**src/rtl/logic_gate_sweep_ctrl_pkg.sv**
```systemverilog
// Shared types and constants for the logic_gate sweep controller and its settle timer.
package logic_gate_pkg;

    typedef enum logic [2:0] {
        IDLE,
        DRIVE,
        SETTLE,
        SAMPLE,
        DONE
    } sweepState_e;

    localparam int NUM_VECTORS = 8;
    localparam int IDX_W       = 3;
    localparam int SETTLE_W    = 4;
    localparam int MISMATCH_W  = 4;

    // Y = ~B | C evaluated for {A,B,C} = 0..7
    localparam logic [NUM_VECTORS-1:0] LOGIC_GATE_TRUTH = 8'hBB;

    // Mismatch counter increment that holds at the vector count
    function automatic logic [MISMATCH_W-1:0] satInc(input logic [MISMATCH_W-1:0] cnt);
        logic [MISMATCH_W-1:0] result;
        if (cnt >= MISMATCH_W'(NUM_VECTORS)) begin
            result = MISMATCH_W'(NUM_VECTORS);
        end else begin
            result = cnt + 1'b1;
        end
        return result;
    endfunction

endpackage

```
**src/rtl/logic_gate_sweep_ctrl_if.sv**
```systemverilog
// Control/status bundle between a test harness master and the sweep controller.
interface logic_gate_sweep_ctrl_if;
    import logic_gate_pkg::*;

    logic                         start;
    logic                         abort;
    logic                         busy;
    logic                         done;
    logic                         pass;
    logic [MISMATCH_W-1:0]        mismatch_cnt;
    logic [NUM_VECTORS-1:0]       fail_mask;
    logic [NUM_VECTORS-1:0]       result_vec;

    modport master (
        output start,
        output abort,
        input  busy,
        input  done,
        input  pass,
        input  mismatch_cnt,
        input  fail_mask,
        input  result_vec
    );

    modport slave (
        input  start,
        input  abort,
        output busy,
        output done,
        output pass,
        output mismatch_cnt,
        output fail_mask,
        output result_vec
    );

endinterface

```
**src/rtl/logic_gate_sweep_ctrl_settle_timer.sv**
```systemverilog
// Loadable down-counter that measures the settle window after each driven vector.
module logic_gate_settle_timer
    import logic_gate_pkg::*;
(
    input  logic                clk,
    input  logic                rst_n,
    input  logic                load,
    input  logic                en,
    input  logic [SETTLE_W-1:0] loadValue,
    output logic                zero
);

    logic [SETTLE_W-1:0] countReg;

    always_ff @(posedge clk or negedge rst_n) begin
        if (!rst_n) begin
            countReg <= '0;
        end else if (load) begin
            countReg <= loadValue;
        end else if (en && (countReg != '0)) begin
            countReg <= countReg - 1'b1;
        end
    end

    assign zero = (countReg == '0);

endmodule

```
**src/rtl/logic_gate_sweep_ctrl.sv**
```systemverilog
// Sweeps logic_gate through all eight input vectors, samples Y after a settle window
// and records per-vector results against the expected truth table.
module logic_gate_sweep_ctrl
    import logic_gate_pkg::*;
#(
    parameter int                     SETTLE_CYCLES = 2,
    parameter logic [NUM_VECTORS-1:0] EXP_TRUTH     = LOGIC_GATE_TRUTH
) (
    input  logic                    clk,
    input  logic                    rst_n,
    logic_gate_sweep_ctrl_if.slave  ctrl,
    input  logic                    y_in,
    output logic                    a_out,
    output logic                    b_out,
    output logic                    c_out
);

    // SETTLE is entered only when SETTLE_CYCLES > 0, so the load value never wraps
    localparam logic [SETTLE_W-1:0] SETTLE_LOAD =
        (SETTLE_CYCLES > 0) ? SETTLE_W'(SETTLE_CYCLES - 1) : '0;

    sweepState_e            stateReg, stateNext;
    logic [IDX_W-1:0]       idxReg;
    logic [IDX_W-1:0]       vecNext;
    logic [2:0]             abcReg;
    logic [MISMATCH_W-1:0]  mismatchCntReg, mismatchCntNext;
    logic                   passReg;
    logic                   resultBitReg [NUM_VECTORS];
    logic                   failBitReg   [NUM_VECTORS];
    logic [NUM_VECTORS-1:0] resultVec;
    logic [NUM_VECTORS-1:0] failMask;

    logic timerLoad, timerEn, timerZero;
    logic clearResults, sampleEn, lastVec, enterDrive, clearAbc, mismatchNow;

    logic_gate_settle_timer uSettleTimer (
        .clk       (clk),
        .rst_n     (rst_n),
        .load      (timerLoad),
        .en        (timerEn),
        .loadValue (SETTLE_LOAD),
        .zero      (timerZero)
    );

    assign lastVec = (idxReg == IDX_W'(NUM_VECTORS - 1));

    always_ff @(posedge clk or negedge rst_n) begin
        if (!rst_n) begin
            stateReg <= IDLE;
        end else begin
            stateReg <= stateNext;
        end
    end

    // abort is honoured in every busy state and takes priority over sampling
    always_comb begin
        stateNext    = stateReg;
        timerLoad    = 1'b0;
        timerEn      = 1'b0;
        clearResults = 1'b0;
        sampleEn     = 1'b0;
        case (stateReg)
            IDLE: begin
                if (ctrl.start && !ctrl.abort) begin
                    stateNext    = DRIVE;
                    clearResults = 1'b1;
                end
            end
            DRIVE: begin
                if (ctrl.abort) begin
                    stateNext = IDLE;
                end else if (SETTLE_CYCLES == 0) begin
                    stateNext = SAMPLE;
                end else begin
                    stateNext = SETTLE;
                    timerLoad = 1'b1;
                end
            end
            SETTLE: begin
                if (ctrl.abort) begin
                    stateNext = IDLE;
                end else if (timerZero) begin
                    stateNext = SAMPLE;
                end else begin
                    timerEn = 1'b1;
                end
            end
            SAMPLE: begin
                if (ctrl.abort) begin
                    stateNext = IDLE;
                end else begin
                    sampleEn  = 1'b1;
                    stateNext = lastVec ? DONE : DRIVE;
                end
            end
            DONE: begin
                stateNext = IDLE;
            end
            default: begin
                stateNext = IDLE;
            end
        endcase
    end

    assign enterDrive  = clearResults || (sampleEn && !lastVec);
    assign vecNext     = clearResults ? '0 : (idxReg + 1'b1);
    assign clearAbc    = (stateNext == IDLE) || (stateNext == DONE);
    assign mismatchNow = sampleEn && (y_in != EXP_TRUTH[idxReg]);

    always_comb begin
        mismatchCntNext = mismatchCntReg;
        if (clearResults) begin
            mismatchCntNext = '0;
        end else if (mismatchNow) begin
            mismatchCntNext = satInc(mismatchCntReg);
        end
    end

    always_ff @(posedge clk or negedge rst_n) begin
        if (!rst_n) begin
            idxReg         <= '0;
            abcReg         <= '0;
            mismatchCntReg <= '0;
            passReg        <= 1'b0;
        end else begin
            mismatchCntReg <= mismatchCntNext;
            if (enterDrive) begin
                idxReg <= vecNext;
                abcReg <= vecNext;
            end else if (clearAbc) begin
                abcReg <= '0;
            end
            // pass is decided on the edge into DONE so it is valid alongside done
            if (clearResults) begin
                passReg <= 1'b0;
            end else if (sampleEn && lastVec) begin
                passReg <= (mismatchCntNext == '0);
            end
        end
    end

    for (genvar gi = 0; gi < NUM_VECTORS; gi++) begin : gVecResult
        always_ff @(posedge clk or negedge rst_n) begin
            if (!rst_n) begin
                resultBitReg[gi] <= 1'b0;
                failBitReg[gi]   <= 1'b0;
            end else if (clearResults) begin
                resultBitReg[gi] <= 1'b0;
                failBitReg[gi]   <= 1'b0;
            end else if (sampleEn && (idxReg == IDX_W'(gi))) begin
                resultBitReg[gi] <= y_in;
                failBitReg[gi]   <= (y_in != EXP_TRUTH[gi]);
            end
        end
        assign resultVec[gi] = resultBitReg[gi];
        assign failMask[gi]  = failBitReg[gi];
    end

    assign a_out = abcReg[2];
    assign b_out = abcReg[1];
    assign c_out = abcReg[0];

    assign ctrl.busy         = (stateReg == DRIVE) || (stateReg == SETTLE) || (stateReg == SAMPLE);
    assign ctrl.done         = (stateReg == DONE);
    assign ctrl.pass         = passReg;
    assign ctrl.mismatch_cnt = mismatchCntReg;
    assign ctrl.fail_mask    = failMask;
    assign ctrl.result_vec   = resultVec;

endmodule

```
**src/flat_wrapper.sv**
```systemverilog
// flat-port wrapper written by rule: the top's interface ports become plain ports
module logic_gate_sweep_ctrl_flat import logic_gate_pkg::*;
#(
    parameter int                     SETTLE_CYCLES = 2,
    parameter logic [NUM_VECTORS-1:0] EXP_TRUTH     = LOGIC_GATE_TRUTH
)
  (clk, rst_n, y_in, a_out, b_out, c_out, ctrl_start, ctrl_abort, ctrl_busy, ctrl_done, ctrl_pass, ctrl_mismatch_cnt, ctrl_fail_mask, ctrl_result_vec);
  logic_gate_sweep_ctrl_if ctrl_i ();
  input  logic clk;
  input  logic rst_n;
  input  logic y_in;
  output logic a_out;
  output logic b_out;
  output logic c_out;
  input wire logic [$bits(ctrl_i.start)-1:0] ctrl_start;
  input wire logic [$bits(ctrl_i.abort)-1:0] ctrl_abort;
  output wire logic [$bits(ctrl_i.busy)-1:0] ctrl_busy;
  output wire logic [$bits(ctrl_i.done)-1:0] ctrl_done;
  output wire logic [$bits(ctrl_i.pass)-1:0] ctrl_pass;
  output wire logic [$bits(ctrl_i.mismatch_cnt)-1:0] ctrl_mismatch_cnt;
  output wire logic [$bits(ctrl_i.fail_mask)-1:0] ctrl_fail_mask;
  output wire logic [$bits(ctrl_i.result_vec)-1:0] ctrl_result_vec;
  assign ctrl_i.start = ctrl_start;
  assign ctrl_i.abort = ctrl_abort;
  assign ctrl_busy = ctrl_i.busy;
  assign ctrl_done = ctrl_i.done;
  assign ctrl_pass = ctrl_i.pass;
  assign ctrl_mismatch_cnt = ctrl_i.mismatch_cnt;
  assign ctrl_fail_mask = ctrl_i.fail_mask;
  assign ctrl_result_vec = ctrl_i.result_vec;
  logic_gate_sweep_ctrl #(.SETTLE_CYCLES(SETTLE_CYCLES), .EXP_TRUTH(EXP_TRUTH)) u_core (.clk(clk), .rst_n(rst_n), .ctrl(ctrl_i), .y_in(y_in), .a_out(a_out), .b_out(b_out), .c_out(c_out));
endmodule
```
**config.mk**
```make
export PLATFORM = sky130hd
export DESIGN_NAME = logic_gate_sweep_ctrl_flat
export DESIGN_NICKNAME = d
export VERILOG_FILES = /design/src/rtl/logic_gate_sweep_ctrl_pkg.sv /design/src/rtl/logic_gate_sweep_ctrl_if.sv /design/src/rtl/logic_gate_sweep_ctrl_settle_timer.sv /design/src/rtl/logic_gate_sweep_ctrl.sv /design/src/flat_wrapper.sv
export SDC_FILE = /design/constraint.sdc
export NUM_CORES = 1
export LEC_CHECK = 0
export CORE_MARGIN = 2
export CORE_UTILIZATION = 46
export CTS_CLUSTER_DIAMETER = 150
export DETAILED_ROUTE_END_ITERATION = 10
export PLACE_DENSITY = 0.84
export SLEW_MARGIN = 15
export SYNTH_ARGS = -nofsm -noshare
export SYNTH_HDL_FRONTEND = slang
export SYNTH_SLANG_ARGS = --single-unit
```
**constraint.sdc**
```tcl
create_clock -name clk -period 1.8 [get_ports clk]
set_clock_uncertainty 0.05 [all_clocks]
set_input_delay 0.54 -clock clk [delete_from_list [all_inputs] [get_ports clk]]
set_output_delay 0.54 -clock clk [all_outputs]
set_load 0.05 [all_outputs]
```
== After elaboration in Yosys (flattened, before gate mapping) ==
Memory sizes are Yosys's and may differ from the RTL's.
Index checks and enable logic that the tools add are counted.

* $add $sub $neg: 3
* Reduce and logical (&&, ||, !) cells: 34
* Shift-type cells: 0
* Eq/ne operators: 13
* Bitwise operators: 1
* Multipliers: 0
* Multiplexer cells: 54
* $lt $le $gt $ge: 2
* Divide/modulo/power cells: 0

{| class="wikitable"
|+ Operators with widths
! operator !! number
|-
| 1-bit 2-to-1 mux || 39
|-
| 3-bit 2-to-1 mux || 8
|-
| 4-bit 2-to-1 mux || 5
|-
| 2-bit nonzero test || 10
|-
| 3-bit equality test (second input constant) || 6
|-
| 3-bit by 2-bit equality test with 1-bit output (second input constant) || 4
|-
| 1-bit logical AND || 12
|-
| 3-bit case mux with 4 select lines || 1
|-
| 3-bit logical NOT || 3
|-
| 4-bit logical NOT || 2
|-
| 3-bit by 1-bit equality test with 1-bit output (second input constant) || 2
|-
| 4-bit by 1-bit adder with 4-bit output (second input constant) || 1
|-
| 4-bit greater-or-equal comparator (second input constant) || 1
|-
| 1-bit logical OR || 4
|-
| 3-bit by 4-bit < comparator with 1-bit output (second input constant) || 1
|-
| 4-bit nonzero test || 1
|-
| 4-bit by 1-bit subtractor with 4-bit output (second input constant) || 1
|-
| 3-bit by 1-bit adder with 3-bit output (second input constant) || 1
|-
| 1-bit logical NOT || 2
|-
| 2-bit 2-to-1 mux || 1
|-
| 1-bit != test || 1
|-
| 1-bit inverter || 1
|}

* Memory bits (writable): 0
* Bits in latches: 0
* Memory bits (read-only): 8
* Bits in registers: 32
* Logic and storage cells: 128
* Output and inout bits: 26
* Input port bits: 5
* Memories kept: 1

{| class="wikitable"
|+ Memory list
! name !! words !! width !! read ports !! clocked after memory_dff !! wr ports !! RTL line !! text
|-
| (name not given) || 8 || 1 || 1 || 0 || 0 || logic_gate_sweep_ctrl.sv:108 || <nowiki>assign mismatchNow = sampleEn && (y_in != EXP_TRUTH[idxReg]);</nowiki>
|}

== Depth between registers and ports, before layout ==
* Depth in word-level cells: 9
* Depth in mapped cells: 7
* Gate-level depth less buffers: 6

== Cells and area by module ==
Synthesis repeated with hierarchy kept, for this count alone.

* Cells, all modules: 178
* Area, all modules: 1722.9 µm²

{| class="wikitable"
|+ Modules (own cells, without submodules)
! module !! times used !! sequential area each (µm²) !! cells an instance !! area an instance (µm²)
|-
| logic_gate_sweep_ctrl || 1 || 700.7 || 151 || 1452.6
|-
| logic_gate_settle_timer || 1 || 100.1 || 27 || 270.3
|}

== Worst setup path after synthesis ==
OpenSTA, ideal clock, no wires.

* Kind: reg-to-output
* Start point: register u_core.stateReg[0]
* End point: output port ctrl_busy
* Data required time: 1.210 ns
* Path buffers: 1
* Stages on the path, launching flop included: 4
* Setup slack: 0.042 ns
* Data arrival time: 1.168 ns
* Path through: dfrtp_1 -> buf_4 -> nor2_1 -> nor2_1

* Word-level cells in the longest chain between the ends: 3
* Elaborated cells between the ends (all ways): 5
* Classes of those cells: eq/ne (3); reduce/logical (2)

{| class="wikitable"
|+ RTL lines
! item !! RTL line !! text
|-
| start: declaration || logic_gate_sweep_ctrl.sv:22 || <nowiki>sweepState_e stateReg, stateNext;</nowiki>
|-
| start signal: assignment || logic_gate_sweep_ctrl.sv:51 || <nowiki>stateReg <= stateNext;</nowiki>
|-
| 3-bit by 1-bit equality test with 1-bit output or 3-bit by 2-bit equality test with 1-bit output (tied branches) || logic_gate_sweep_ctrl.sv:163 || <nowiki>assign ctrl.busy = (stateReg == DRIVE) || (stateReg == SETTLE) || (stateReg == SAMPLE);</nowiki>
|-
| 1-bit logical OR || logic_gate_sweep_ctrl.sv:163 ||
|-
| 1-bit logical OR * || logic_gate_sweep_ctrl.sv:163 ||
|-
| end: declaration || flat_wrapper.sv:17 || <nowiki>output wire logic [$bits(ctrl_i.busy)-1:0] ctrl_busy;</nowiki>
|}

Mark *: on every way between the ends. The rest lies on a longest branch, timed or not.

== Final worst setup path ==
* Start point: register u_core.stateReg[2]
* End point: output port ctrl_done

* Word-level cells in the longest chain between the ends: 1

{| class="wikitable"
|+ RTL lines
! item !! RTL line !! text
|-
| 3-bit equality test || logic_gate_sweep_ctrl.sv:164 || <nowiki>assign ctrl.done = (stateReg == DONE);</nowiki>
|-
| end: declaration || flat_wrapper.sv:18 || <nowiki>output wire logic [$bits(ctrl_i.done)-1:0] ctrl_done;</nowiki>
|}

No other way between the ends.

==> flow_summary.yaml <==
drt:
  vias: 1454
  avgRoutedWirePerCell_microns: 15.09
  viasPerCell: 5.425
  routed_wl_microns: 4045
  drt-initial-drc-count: 215
  first_pass_iters: 4
  drc: 0
  antenna_left: 0
sta:
  timing.final.crit_share_pct: 99.31
  slew_headroom_pct: 79.79
  max_freq_mhz: 559.4
  setup_slack_ns: 0.01236
  min_period_ns: 1.788
  setup_violations: 0
  slew_viol_final: 0
  rsz0062_at_grt: "true"
  tns_ns: 0
  hold_slack_ns: 0.5091
  hold_viol: 0
  worst_pin_slew_ns: 0.3032
pwr:
  leakage_nw: 1.265
  switchingPower_uw: 592.5
  clock_power_share_pct: 21.7
  peakVddDrop_v: 0.0004827
  powerDensity_mw_per_mm2: 702.2
  seqPwrFrac_pct: 47.0
  p_sw_share_pct: 33.04
  power_mw: 1.793
  comb_power_share_pct: 31.2
  p_int_mw: 1.201
cells_and_area:
  layoutNonFillerInstCount: 268
  diodes: 0
  area_growth_pct: 51.75
  drive_above_1_share_pct: 31.98
  nets: 237
cts:
  cts_htree_levels: 2
  root_buffer: "clkbuf_4"
  cts_max_path_buffers: 2
  insertion_delay_ns: 0.34
  clkTransAtPathRegs_ns: 0.10
  cts_tree: "yes"
  cts_sinks: 32
  cts_hold_buf: 0
  numCtsBuffers: 5
yosys:
  netlist.area_leader.share_pct: 47.58
  ys_ff_latch: 32
  synth_common_cells: "dfrtp_1 (32), nor2_1 (19), mux2i_1 (13), nand2_1 (13), inv_1 (12)"
  post-synth-top-area-cell: "dfrtp_1"
  async_reset_ff_share_pct: 100.0
  synth_nets: 182
  syn_avg_cell_area_sq_um: 10.08
  synth_area_leaders: "dfrtp_1 (48%), mux2i_1 (7.7%), ha_1 (7.4%), nor2_1 (4.2%), nand2_1 (2.9%)"
  syn_inst: 167
  synthFlopType: "dfrtp_1"
  ys_types: 39
  synth_area_sq_mm: 0.001683
  yosysSeqAreaShare_pct: 47.58
  synth-edff-count: 0
  yosysWarnings: 0
  synth_most_common_cell: "dfrtp_1"
setup_path:
  worst_setup_path_end_kind: "primary output"
  critPathLaunch: "u_core.stateReg[2]$_DFF_PN0_"
  crit_chain: "buf_6 > and2_4 > buf_12"
  cp.required_ns: 1.21
  worstSetupPathType: "reg2out"
  worstSetupStartpointType: "register"
  crit_slowest_cell: "dfrtp_1"
  worst-path-max-fanout: 6
  arrival_ns: 1.20
  rr_startpoint: "u_core.idxReg[0]$_DFFE_PN0P_"
  slowest_delay_ns: 0.41
placement:
  post-place-ws_ns: -0.4041
  hpwl_microns: 2872
  place_inst: 255
  io_buffers: 30
  gp_congestion: 0.8398
grt:
  grt_pass1_wl_microns: 7038
  grt_pass1_vias: 1510
  antenna_found_initial: 0
  gr-total-overflow: 0
  track_usage_pct: 22.15
  grt_max_degree: 33
die:
  ios: 31
  core_area_sq_mm: 0.003416
  start_util_pct: 49.27
  die_h_microns: 64.49
  die_area_sq_mm: 0.004158
  fp.dieW_microns: 64.49
  row_count: 21
flow_run:
  maxCapViolCount: 0
min_path:
  hp-class: "in2async"
run_status:
  status: "completed"
[timing repair]
action	in CTS	in global routing
setup endpoints to repair	9	6
resized for setup	10	6
hold endpoints to repair	0	0
pin swaps	3	3
setup buffers	5	1
cloned	0	0
[routing by layer]
metal	wire length, microns	track usage (%)	vias to the layer above
li1	-	-	682
met1	1684	28.08	716
met2	2073	36.46	49
met3	218	6.076	7
met4	69	7.979	0
met5	0	0	-
[power by group through the flow]
stage	Sequential [mW]	Clock [mW]	Combinational, mW
CTS	0.839	0.393	0.520
global route	0.853	0.421	0.612
detailed placement	0.852	0	0.480
floorplan	0.867	0	0.248
global placement	0.849	0	0.450
finish	0.844	0.390	0.560
[logic make-up after synthesis]
kind of cell	synth area share (%)
xor gates and xnor gates	1.041
buffers and inverters	5.576
DFF	47.58
muxes	8.401
and+or+nand+nor	18.89
adders and majority gates	7.435
AOI/OAI and AO/OA	11.08
[per-stage QoR]
step | cell area (sq um) | utilization, %
after CTS | 2519 | 73.74
after detailed placement | 2415 | 70.70
after global routing | 2554 | 74.76
final | 2554 | 74.76
after floorplan | 1683 | -
after global placement | 2415 | 70.70
[layout by cell type (no fill, tap or decap), types with 2 or more instances in the layout]
master and instances:
dfrtp_1 31, buf_12 27, buf_4 23, nor2_1 17
mux2i_1 13, nand2_1 12, inv_1 10, a21oi_1 9
ha_1 9, nand3_1 8, o21ai_0 6, clkbuf_4 5
nor2b_1 4, nor3_1 3, o2bb2ai_1 3, clkdlybuf4s50_1 3
nor2_4 2, nand3b_1 2, inv_2 2, a22o_1 2
buf_6 2
[path summary, 6_finish.rpt]
check	end	slack, ns	cells after the start
worst max-delay path	ctrl_done	0.01	3
worst min-delay path	u_core.uSettleTimer.countReg[3]$_DFFE_PN0P_	0.51	2
worst max register to register	u_core.ctrl.mismatch_cnt[2]$_DFF_PN0_	0.07	6
worst min register to register	u_core.abcReg[2]$_DFFE_PN0P_	0.51	2
max in group asynchronous	u_core.stateReg[0]$_DFF_PN0_	1.01	2
min in group clk	u_core.abcReg[2]$_DFFE_PN0P_	0.51	2
[critical path: cells and delay by family (launching register included)]
kind / cells / cell delay (ns)
and+or+nand+nor: 1 / 0.16
DFF: 1 / 0.41
buffers and inverters: 2 / 0.28
[registers in the layout, summed over array words and instances, names as in the netlist]
| signal | cells |
|---|---|
| u_core.stateReg | 3 |
| u_core.abcReg | 3 |
| u_core.idxReg | 3 |
| u_core.ctrl.pass | 1 |
| u_core.ctrl.fail_mask | 6 |
| u_core.uSettleTimer.countReg | 4 |
| u_core.ctrl.mismatch_cnt | 4 |
| u_core.ctrl.result_vec | 8 |
[layout make-up]
type                       count  area, sq um
inverter                      12        45.04
clock buffer                   6        41.29
clock inverter                 1        5.005
multi-input combinational    115        828.3
fill                         237        862.1
sequential                    32        802.0
tap                           46        57.56
timing repair buffer          56        774.5
Power figures use the tool's default switching activity.
